### config.mk
export PLATFORM = sky130hd
export DESIGN_NAME = clk_logic_pipe_flat
export DESIGN_NICKNAME = d
export VERILOG_FILES = /design/src/rtl/clk_logic_pipe_pkg.sv /design/src/rtl/clk_logic_pipe_if.sv /design/src/rtl/clk_logic_stage.sv /design/src/rtl/clk_logic_pipe.sv /design/src/flat_wrapper.sv
export SDC_FILE = /design/constraint.sdc
export NUM_CORES = 1
export LEC_CHECK = 0
export CAP_MARGIN = 20
export CORE_MARGIN = 2
export CORE_UTILIZATION = 48
export CTS_CLUSTER_SIZE = 10
export DETAILED_ROUTE_END_ITERATION = 7
export PLACE_DENSITY = 0.82
export SLEW_MARGIN = 20
export SYNTH_ARGS = -nofsm -noshare
export SYNTH_HDL_FRONTEND = slang
export SYNTH_SLANG_ARGS = --single-unit
### constraint.sdc
create_clock -name clk -period 1.6 [get_ports clk]
set_input_delay 0.16 -clock clk [delete_from_list [all_inputs] [get_ports clk]]
set_output_delay 0.16 -clock clk [all_outputs]
set_load 0.005 [all_outputs]
### src/rtl/clk_logic_pipe_pkg.sv
// Shared types and the operation table for the pipelined bitwise logic unit.
// Latency: none; package contents are purely combinational helpers.
// Backpressure: not applicable.
package clk_logic_pkg;

    localparam int OP_W = 3;

    typedef enum logic [OP_W-1:0] {
        OP_AND     = 3'd0,
        OP_OR      = 3'd1,
        OP_XOR     = 3'd2,
        OP_NAND    = 3'd3,
        OP_NOR     = 3'd4,
        OP_XNOR    = 3'd5,
        OP_ACC_XOR = 3'd6,
        OP_ACC_OR  = 3'd7
    } op_t;

    // Result of one beat at the widest supported width; callers truncate.
    // For the accumulating ops, acc is the accumulator value after any
    // clear, so the return value is also the new accumulator contents.
    function automatic logic [31:0] apply_op(input op_t         op,
                                             input logic [31:0] a,
                                             input logic [31:0] b,
                                             input logic [31:0] acc);
        logic [31:0] r;
        case (op)
            OP_AND:     r = a & b;
            OP_OR:      r = a | b;
            OP_XOR:     r = a ^ b;
            OP_NAND:    r = ~(a & b);
            OP_NOR:     r = ~(a | b);
            OP_XNOR:    r = ~(a ^ b);
            OP_ACC_XOR: r = acc ^ (a & b);
            OP_ACC_OR:  r = acc | (a & b);
            default:    r = a & b;
        endcase
        return r;
    endfunction

    function automatic logic is_acc_op(input op_t op);
        return (op == OP_ACC_XOR) || (op == OP_ACC_OR);
    endfunction

endpackage

### src/rtl/clk_logic_pipe_if.sv
// Bundles the input beat, output result and both handshakes of the logic unit.
// Latency: none; wiring only.
// Backpressure: in_ready/out_ready carry the valid/ready flow control.
interface clk_logic_pipe_if #(
    parameter int WIDTH = 8
) ();
    import clk_logic_pkg::*;

    logic             in_valid;
    logic             in_ready;
    op_t              op;
    logic [WIDTH-1:0] a;
    logic [WIDTH-1:0] b;
    logic             acc_clr;
    logic             out_valid;
    logic             out_ready;
    logic [WIDTH-1:0] y;

    // Producer/consumer side (the environment around the unit).
    modport master (
        output in_valid, op, a, b, acc_clr, out_ready,
        input  in_ready, out_valid, y
    );

    // The logic unit itself.
    modport slave (
        input  in_valid, op, a, b, acc_clr, out_ready,
        output in_ready, out_valid, y
    );
endinterface

### src/rtl/clk_logic_stage.sv
// One elastic register stage: holds a single {valid, data} beat.
// Latency: 1 cycle from in_vld_i/in_dat_i to out_vld_o/out_dat_o.
// Backpressure: accepts when empty or when downstream takes the held beat.
module clk_logic_stage #(
    parameter int WIDTH = 8
) (
    input  logic             clk,
    input  logic             reset,
    input  logic             in_vld_i,
    input  logic [WIDTH-1:0] in_dat_i,
    output logic             in_rdy_o,
    output logic             out_vld_o,
    output logic [WIDTH-1:0] out_dat_o,
    input  logic             out_rdy_i
);
    logic             vld_q, vld_d;
    logic [WIDTH-1:0] dat_q, dat_d;

    // An empty stage never blocks, so bubbles collapse under stall.
    assign in_rdy_o  = !vld_q || out_rdy_i;
    assign out_vld_o = vld_q;
    assign out_dat_o = dat_q;

    // Load the upstream beat (or a bubble) whenever this stage can move.
    always_comb begin
        vld_d = vld_q;
        dat_d = dat_q;
        if (in_rdy_o) begin
            vld_d = in_vld_i;
            if (in_vld_i) begin
                dat_d = in_dat_i;
            end
        end
    end

    // Stage register; reset discards any in-flight beat and zeroes the data.
    always_ff @(posedge clk) begin
        if (reset) begin
            vld_q <= 1'b0;
            dat_q <= '0;
        end else begin
            vld_q <= vld_d;
            dat_q <= dat_d;
        end
    end
endmodule

### src/rtl/clk_logic_pipe.sv
// Pipelined bitwise logic unit with eight ops, including two running accumulators.
// Latency: STAGES cycles from acceptance to y (y valid after edge t+STAGES-1).
// Backpressure: full valid/ready; stalls hold y stable, no beat lost or duplicated.
module clk_logic_pipe
    import clk_logic_pkg::*;
#(
    parameter int WIDTH  = 8,
    parameter int STAGES = 2
) (
    input  logic            clk,
    input  logic            reset,
    clk_logic_pipe_if.slave bus
);
    logic             in_rdy;
    logic             accept;
    logic [WIDTH-1:0] acc_q, acc_d;
    logic [WIDTH-1:0] acc_base;
    logic [WIDTH-1:0] res;

    // The result is formed at acceptance, so stage 0 holds finished data and
    // y is purely registered.
    for (genvar i = 0; i < STAGES; i++) begin : g_stage
        logic             up_vld;
        logic [WIDTH-1:0] up_dat;
        logic             dn_rdy;
        logic             rdy;
        logic             vld;
        logic [WIDTH-1:0] dat;

        if (i == 0) begin : g_first
            assign up_vld = bus.in_valid;
            assign up_dat = res;
        end else begin : g_next
            assign up_vld = g_stage[i-1].vld;
            assign up_dat = g_stage[i-1].dat;
        end

        if (i == STAGES - 1) begin : g_last
            assign dn_rdy = bus.out_ready;
        end else begin : g_mid
            assign dn_rdy = g_stage[i+1].rdy;
        end

        clk_logic_stage #(
            .WIDTH(WIDTH)
        ) u_stage (
            .clk       (clk),
            .reset     (reset),
            .in_vld_i  (up_vld),
            .in_dat_i  (up_dat),
            .in_rdy_o  (rdy),
            .out_vld_o (vld),
            .out_dat_o (dat),
            .out_rdy_i (dn_rdy)
        );
    end

    assign in_rdy        = !reset && g_stage[0].rdy;
    assign accept        = bus.in_valid && in_rdy;
    assign bus.in_ready  = in_rdy;
    assign bus.out_valid = g_stage[STAGES-1].vld;
    assign bus.y         = g_stage[STAGES-1].dat;

    // Op decode and accumulator next state: a clear in the same cycle as an
    // accumulating beat is applied first, so that beat starts from zero.
    always_comb begin
        acc_base = bus.acc_clr ? '0 : acc_q;
        res      = WIDTH'(apply_op(bus.op, 32'(bus.a), 32'(bus.b), 32'(acc_base)));
        acc_d    = acc_base;
        if (accept && is_acc_op(bus.op)) begin
            acc_d = res;
        end
    end

    // Accumulator register; only accepted ACC_* beats or acc_clr change it.
    always_ff @(posedge clk) begin
        if (reset) begin
            acc_q <= '0;
        end else begin
            acc_q <= acc_d;
        end
    end
endmodule

### src/flat_wrapper.sv
// flat-port wrapper written by rule: the top's interface ports become plain ports
module clk_logic_pipe_flat import clk_logic_pkg::*;
#(
    parameter int WIDTH  = 8,
    parameter int STAGES = 2
)
  (clk, reset, bus_in_valid, bus_op, bus_a, bus_b, bus_acc_clr, bus_out_ready, bus_in_ready, bus_out_valid, bus_y);
  clk_logic_pipe_if #(.WIDTH(WIDTH)) bus_i ();
  input  logic clk;
  input  logic reset;
  input wire logic [$bits(bus_i.in_valid)-1:0] bus_in_valid;
  input wire logic [$bits(bus_i.op)-1:0] bus_op;
  input wire logic [$bits(bus_i.a)-1:0] bus_a;
  input wire logic [$bits(bus_i.b)-1:0] bus_b;
  input wire logic [$bits(bus_i.acc_clr)-1:0] bus_acc_clr;
  input wire logic [$bits(bus_i.out_ready)-1:0] bus_out_ready;
  output wire logic [$bits(bus_i.in_ready)-1:0] bus_in_ready;
  output wire logic [$bits(bus_i.out_valid)-1:0] bus_out_valid;
  output wire logic [$bits(bus_i.y)-1:0] bus_y;
  assign bus_i.in_valid = bus_in_valid;
  assign bus_i.op = bus_op;
  assign bus_i.a = bus_a;
  assign bus_i.b = bus_b;
  assign bus_i.acc_clr = bus_acc_clr;
  assign bus_i.out_ready = bus_out_ready;
  assign bus_in_ready = bus_i.in_ready;
  assign bus_out_valid = bus_i.out_valid;
  assign bus_y = bus_i.y;
  clk_logic_pipe #(.WIDTH(WIDTH), .STAGES(STAGES)) u_core (.clk(clk), .reset(reset), .bus(bus_i));
endmodule
## Yosys cells after proc, flatten, opt, wreduce, memory -nomap -nowiden

Cells that the tools add are included.

- Register bits: 26
- Output and inout port bits: 10
- Word-level logic and storage cells: 35

- Equality and inequality tests: 7
- Muxes and demuxes: 3
- Bitwise logic cells: 8
- Reductions and logical operators: 12

Operators by type and width:

| kind | number |
|---|---|
| $pmux 8 s8 | 1 |
| $not 8->8 | 3 |
| $mux 8 | 2 |
| $or 8x8->8 | 2 |
| $xor 8x8->8 | 2 |
| $eq 3x3->1 const B | 4 |
| $and 8x8->8 | 1 |
| $eq 3x2->1 const B | 2 |
| $reduce_and 2->1 | 2 |
| $eq 3x1->1 const B | 1 |
| $logic_and 1x1->1 | 3 |
| $logic_not 1->1 | 3 |
| $logic_not 3->1 | 1 |
| $logic_or 1x1->1 | 3 |

## Depth between registers and ports, before layout

- Depth after elaboration: 7
- Gate-level depth with buffers: 7
- Depth with buffers taken out: 7

## Cells and area by module

Synthesis repeated with hierarchy kept, for this count alone.

- Cells, all modules: 254
- Area total of the unflattened synthesis: 2292.2 um^2

By module, submodules not included:

| module | instances | cells each | area an instance (um^2) | sequential area each (um^2) |
|---|---|---|---|---|
| clk_logic_pipe | 1 | 172 | 1408.9 | 160.2 |
| clk_logic_stage | 2 | 41 | 441.7 | 180.2 |

## Worst setup path before layout

OpenSTA, ideal clock, no wires.

- Kind: reg-to-reg
- Start point: register u_core.acc_q[3]
- End point: register u_core.g_stage[0].u_stage.dat_q[3]
- Arrival time: 1.590 ns
- Setup slack: -0.106 ns
- Cell stages (with the launch flop): 7
- Period minus slack after synthesis: 1.706 ns
- Cells stage by stage: dfxtp_1 -> nand2b_1 -> ha_1 -> or2_0 -> a311oi_1 -> a2bb2o_1 -> a22o_1

- Cells in the longest elaborated chain, start to end: 3

RTL lines:

| what | line | source |
|---|---|---|
| from (decl) | clk_logic_pipe.sv:16 | `logic [WIDTH-1:0] acc_q, acc_d;` |
| from (signal assigned) | clk_logic_pipe.sv:78 | `acc_q <= '0;` |
| from (signal assigned) | clk_logic_pipe.sv:80 | `acc_q <= acc_d;` |
| $mux 8 * | clk_logic_pipe.sv:67 | `acc_base = bus.acc_clr ? '0 : acc_q;` |
| $or 8x8->8 or $xor 8x8->8 (tied branches) | clk_logic_pipe_pkg.sv:35, clk_logic_pipe_pkg.sv:34 |  |
| $pmux 8 s8 * | clk_logic_pipe_pkg.sv:27 | `case (op)` |
| to (signal assigned) | clk_logic_stage.sv:43 | `dat_q <= dat_d;` |
| to (decl) | clk_logic_stage.sv:17 | `logic [WIDTH-1:0] dat_q, dat_d;` |

Mark *: on every way between the ends. The rest lies on a longest branch, timed or not.
A chain may end at the register's enable or synchronous reset.

## Worst setup path in the final report

- Start point: register u_core.acc_q[0]
- End point: register u_core.g_stage[0].u_stage.dat_q[0]

Same word-level chain as after synthesis.

==> flow_summary.json <==
{
  "status": "finished with violations",
  "violations": "negative setup slack",
  "synth_area_sq_mm": 0.00206,
  "clock_latency_ns": 0.28,
  "hp-start": "bus_acc_clr",
  "fin_crit_ns": 1.72,
  "regToRegEndpoint": "u_core.g_stage[0].u_stage.out_dat_o[0]",
  "layout-drive-gt1-share": 0.375,
  "worstMarginPinSlew_ns": 0.407,
  "path_cells": "nand2b_1 -> ha_1 -> mux2_4 -> a221oi_4 -> a21oi_2 -> a221o_1",
  "synth_ff_type": "dfxtp_1",
  "wire_per_inst_um": 16.3,
  "reg2reg_depth": 6,
  "ys_warn_count": 0,
  "yosys.area_share.simple": 0.173,
  "synth_seq_area_share": 0.253,
  "path_delay_family": "compound AO/OA/AOI/OAI gates",
  "cpMaxStageDelayCell": "dfxtp_1",
  "io_pins": 34,
  "diodes": 0,
  "layout_commonest_cell": "buf_4",
  "crit_type": "reg -> reg",
  "crit_required_ns": 1.77,
  "slew_violations": 0,
  "clk_path_buf_depth": 2,
  "cts_tree": "built",
  "core_sq_mm": 0.00406,
  "final_hold_viol_count": 0,
  "async_flop_share": 0,
  "critical_path_buf_inv_count": 0,
  "p_total_mw": 1.87,
  "synth_area_per_cell_sq_um": 8.61,
  "relSlewSlack": 0.729,
  "fin_ws_ns": -0.118,
  "dr.first_iter.drc_count": 151,
  "area_growth_pct": 55.7,
  "io_buffers": 33,
  "cp-startpoint": "u_core.acc_q[0]",
  "clkSlewWorstSetupHoldPaths_ns": 0.09,
  "rr_startpoint": "u_core.acc_q[0]",
  "grt-ovfl-total": 0,
  "cts_buffers": 3,
  "hold_path_depth": 3,
  "gr-usage-all-layers": 0.243,
  "yosys-mux-area-fraction": 0.117,
  "syn_inst": 239,
  "yosysUniqueCellTypes": 45,
  "firstDrtPassIters": 4,
  "rsz0062_at_grt": "true",
  "synth_edf_count": 0,
  "dp_hpwl_um": 3920,
  "post_drt_via_cell_ratio": 5.66,
  "grt_pass1_vias": 2147,
  "maxCapViolations": 0,
  "nets": 376,
  "cp_max_fo": 2,
  "fp.dieH_um": 69.5,
  "holdPathEnd": "u_core.acc_q[4]",
  "fin_worst_skew_ns": 0.00132,
  "clock-root-buffer": "clkbuf_8",
  "holdWs_ns": 0.374,
  "start_util": 0.507,
  "cts.sinks": 26,
  "cellPowerDensity_mw_per_mm2": 583,
  "slowest_delay_ns": 0.33,
  "tns_ns": -0.462,
  "postRouteAntennaNets": 0,
  "hold_path.class": "in -> reg",
  "dieWidth_um": 69.5,
  "syn-num-nets": 294,
  "ir_worst_vdd_uv": 315,
  "synth_area_leaders": "dfxtp_1 25%, ha_1 19%, mux2i_1 5.8%",
  "synth_xor_area_frac": 0,
  "fmax_ghz": 0.582,
  "r2r_setup_slack_ns": -0.12,
  "cts_max_level": 1,
  "num_rows": 23,
  "end_kind": "flop",
  "synth-adder-area-share": 0.188,
  "holdBufCountCts": 0,
  "finalSetupViolCount": 7,
  "grt_pass1_wl_um": 9630,
  "pre_cts_ws_ns": -0.676,
  "synth_top_family_by_area": "adder cells",
  "gp_congestion": 0.910,
  "p_leak_nw": 1.48,
  "synth_top_cell_by_area": "dfxtp_1",
  "ys_ff_latch": 26,
  "grt_max_degree": 18,
  "layout_common_cells": "51 x buf_4, 28 x inv_1, 23 x nor2_1",
  "crit_path_start_kind": "flop",
  "vias": 2096,
  "synth_compound_area_frac": 0.173,
  "die-area_sq_mm": 0.00483,
  "synthDominantCellAreaShare": 0.253,
  "drc": 0,
  "layout_worst_path_cycle_share": 1.07,
  "wl_um": 6020,
  "antenna_found_initial": 0,
  "worstPathArrival_ns": 1.89
}
-- synthesized netlist by cell type (2+ instances only) --
cell / instances
nand2_1: 6
mux2i_1: 12
ha_1: 31
and2_1: 3
nor3_1: 3
o32a_1: 2
o221ai_1: 2
a32o_1: 2
buf_2: 5
nor2b_1: 4
nor3b_1: 2
o31ai_1: 7
a22o_1: 4
a2111oi_0: 2
inv_1: 32
a21oi_1: 16
a221oi_1: 2
mux2_4: 2
and3b_1: 2
or4_1: 4
dfxtp_1: 26
mux4_2: 3
buf_4: 2
nor4bb_1: 2
nor2_1: 26
a31oi_1: 2
clkbuf_1: 6
nand2b_1: 10
mux2_1: 2
nand4_1: 2
-- cells by family after synthesis --
| logic type | Yosys count |
|---|---|
| mux | 19 |
| buf+inv | 47 |
| simple gates | 67 |
| flops | 26 |
| fa+ha+maj | 31 |
| compound gates | 49 |
-- registers in the layout (all words and copies together), names as in the netlist --
| name | count |
|---|---|
| u_core.g_stage.u_stage.out_dat_o | 16 |
| u_core.g_stage.u_stage.out_vld_o | 2 |
| u_core.acc_q | 8 |
-- routing by layer --
metal  global-route usage  share of wire  up-vias  routed length [um]
li1                     -              -      994                   -
met1                0.290           0.43     1004                2580
met2                0.417           0.49       79                2940
met3               0.0436          0.057       19                 342
met4                0.122          0.027        0                 160
met5                    0              0        -                   0
-- power breakdown --
part           switching [mW]  leakage [nW]  internal (mW)
Clock                   0.219        0.0357          0.335
Sequential             0.0219         0.215          0.679
Combinational           0.280          1.23          0.334
Total                   0.521          1.48           1.35
-- area by class of cell --
cell class / count / area, sq um
multi-input combinational: 166 / 1610
fill: 254 / 853
timing repair buffer: 91 / 810
sequential: 26 / 528
inverter: 33 / 124
tap: 50 / 62.6
clock buffer: 3 / 41.3
clock inverter: 1 / 30.0
-- metrics by stage --
step,instance area (sq um),instances,util
detailed placement,2800,354,0.689
floorplan,2080,239,-
global route,3200,370,0.790
CTS,3070,370,0.757
global placement,2800,354,0.689
finish,3200,370,0.790
-- worst max-delay path by stage --
stage | to | cells past startpoint
floorplan | u_core.g_stage[0].u_stage.out_dat_o[3] | 6
finish | u_core.g_stage[0].u_stage.out_dat_o[0] | 6
global placement | u_core.g_stage[0].u_stage.out_dat_o[3] | 8
detailed placement | u_core.g_stage[0].u_stage.out_dat_o[3] | 8
global route | u_core.g_stage[0].u_stage.out_dat_o[0] | 6
CTS | u_core.g_stage[0].u_stage.out_dat_o[0] | 6
-- tightest hold or removal path: stages --
cell,delay (ns)
clkdlybuf4s15_2,0.22
nand2b_1,0.15
o31ai_1,0.08
-- timing repair --
action	in CTS	in global routing
cloned	0	0
gates resized for setup	49	30
pin swaps	15	6
setup endpoints to repair	12	12
setup buffers	12	1
Power figures use the tool's default switching activity.
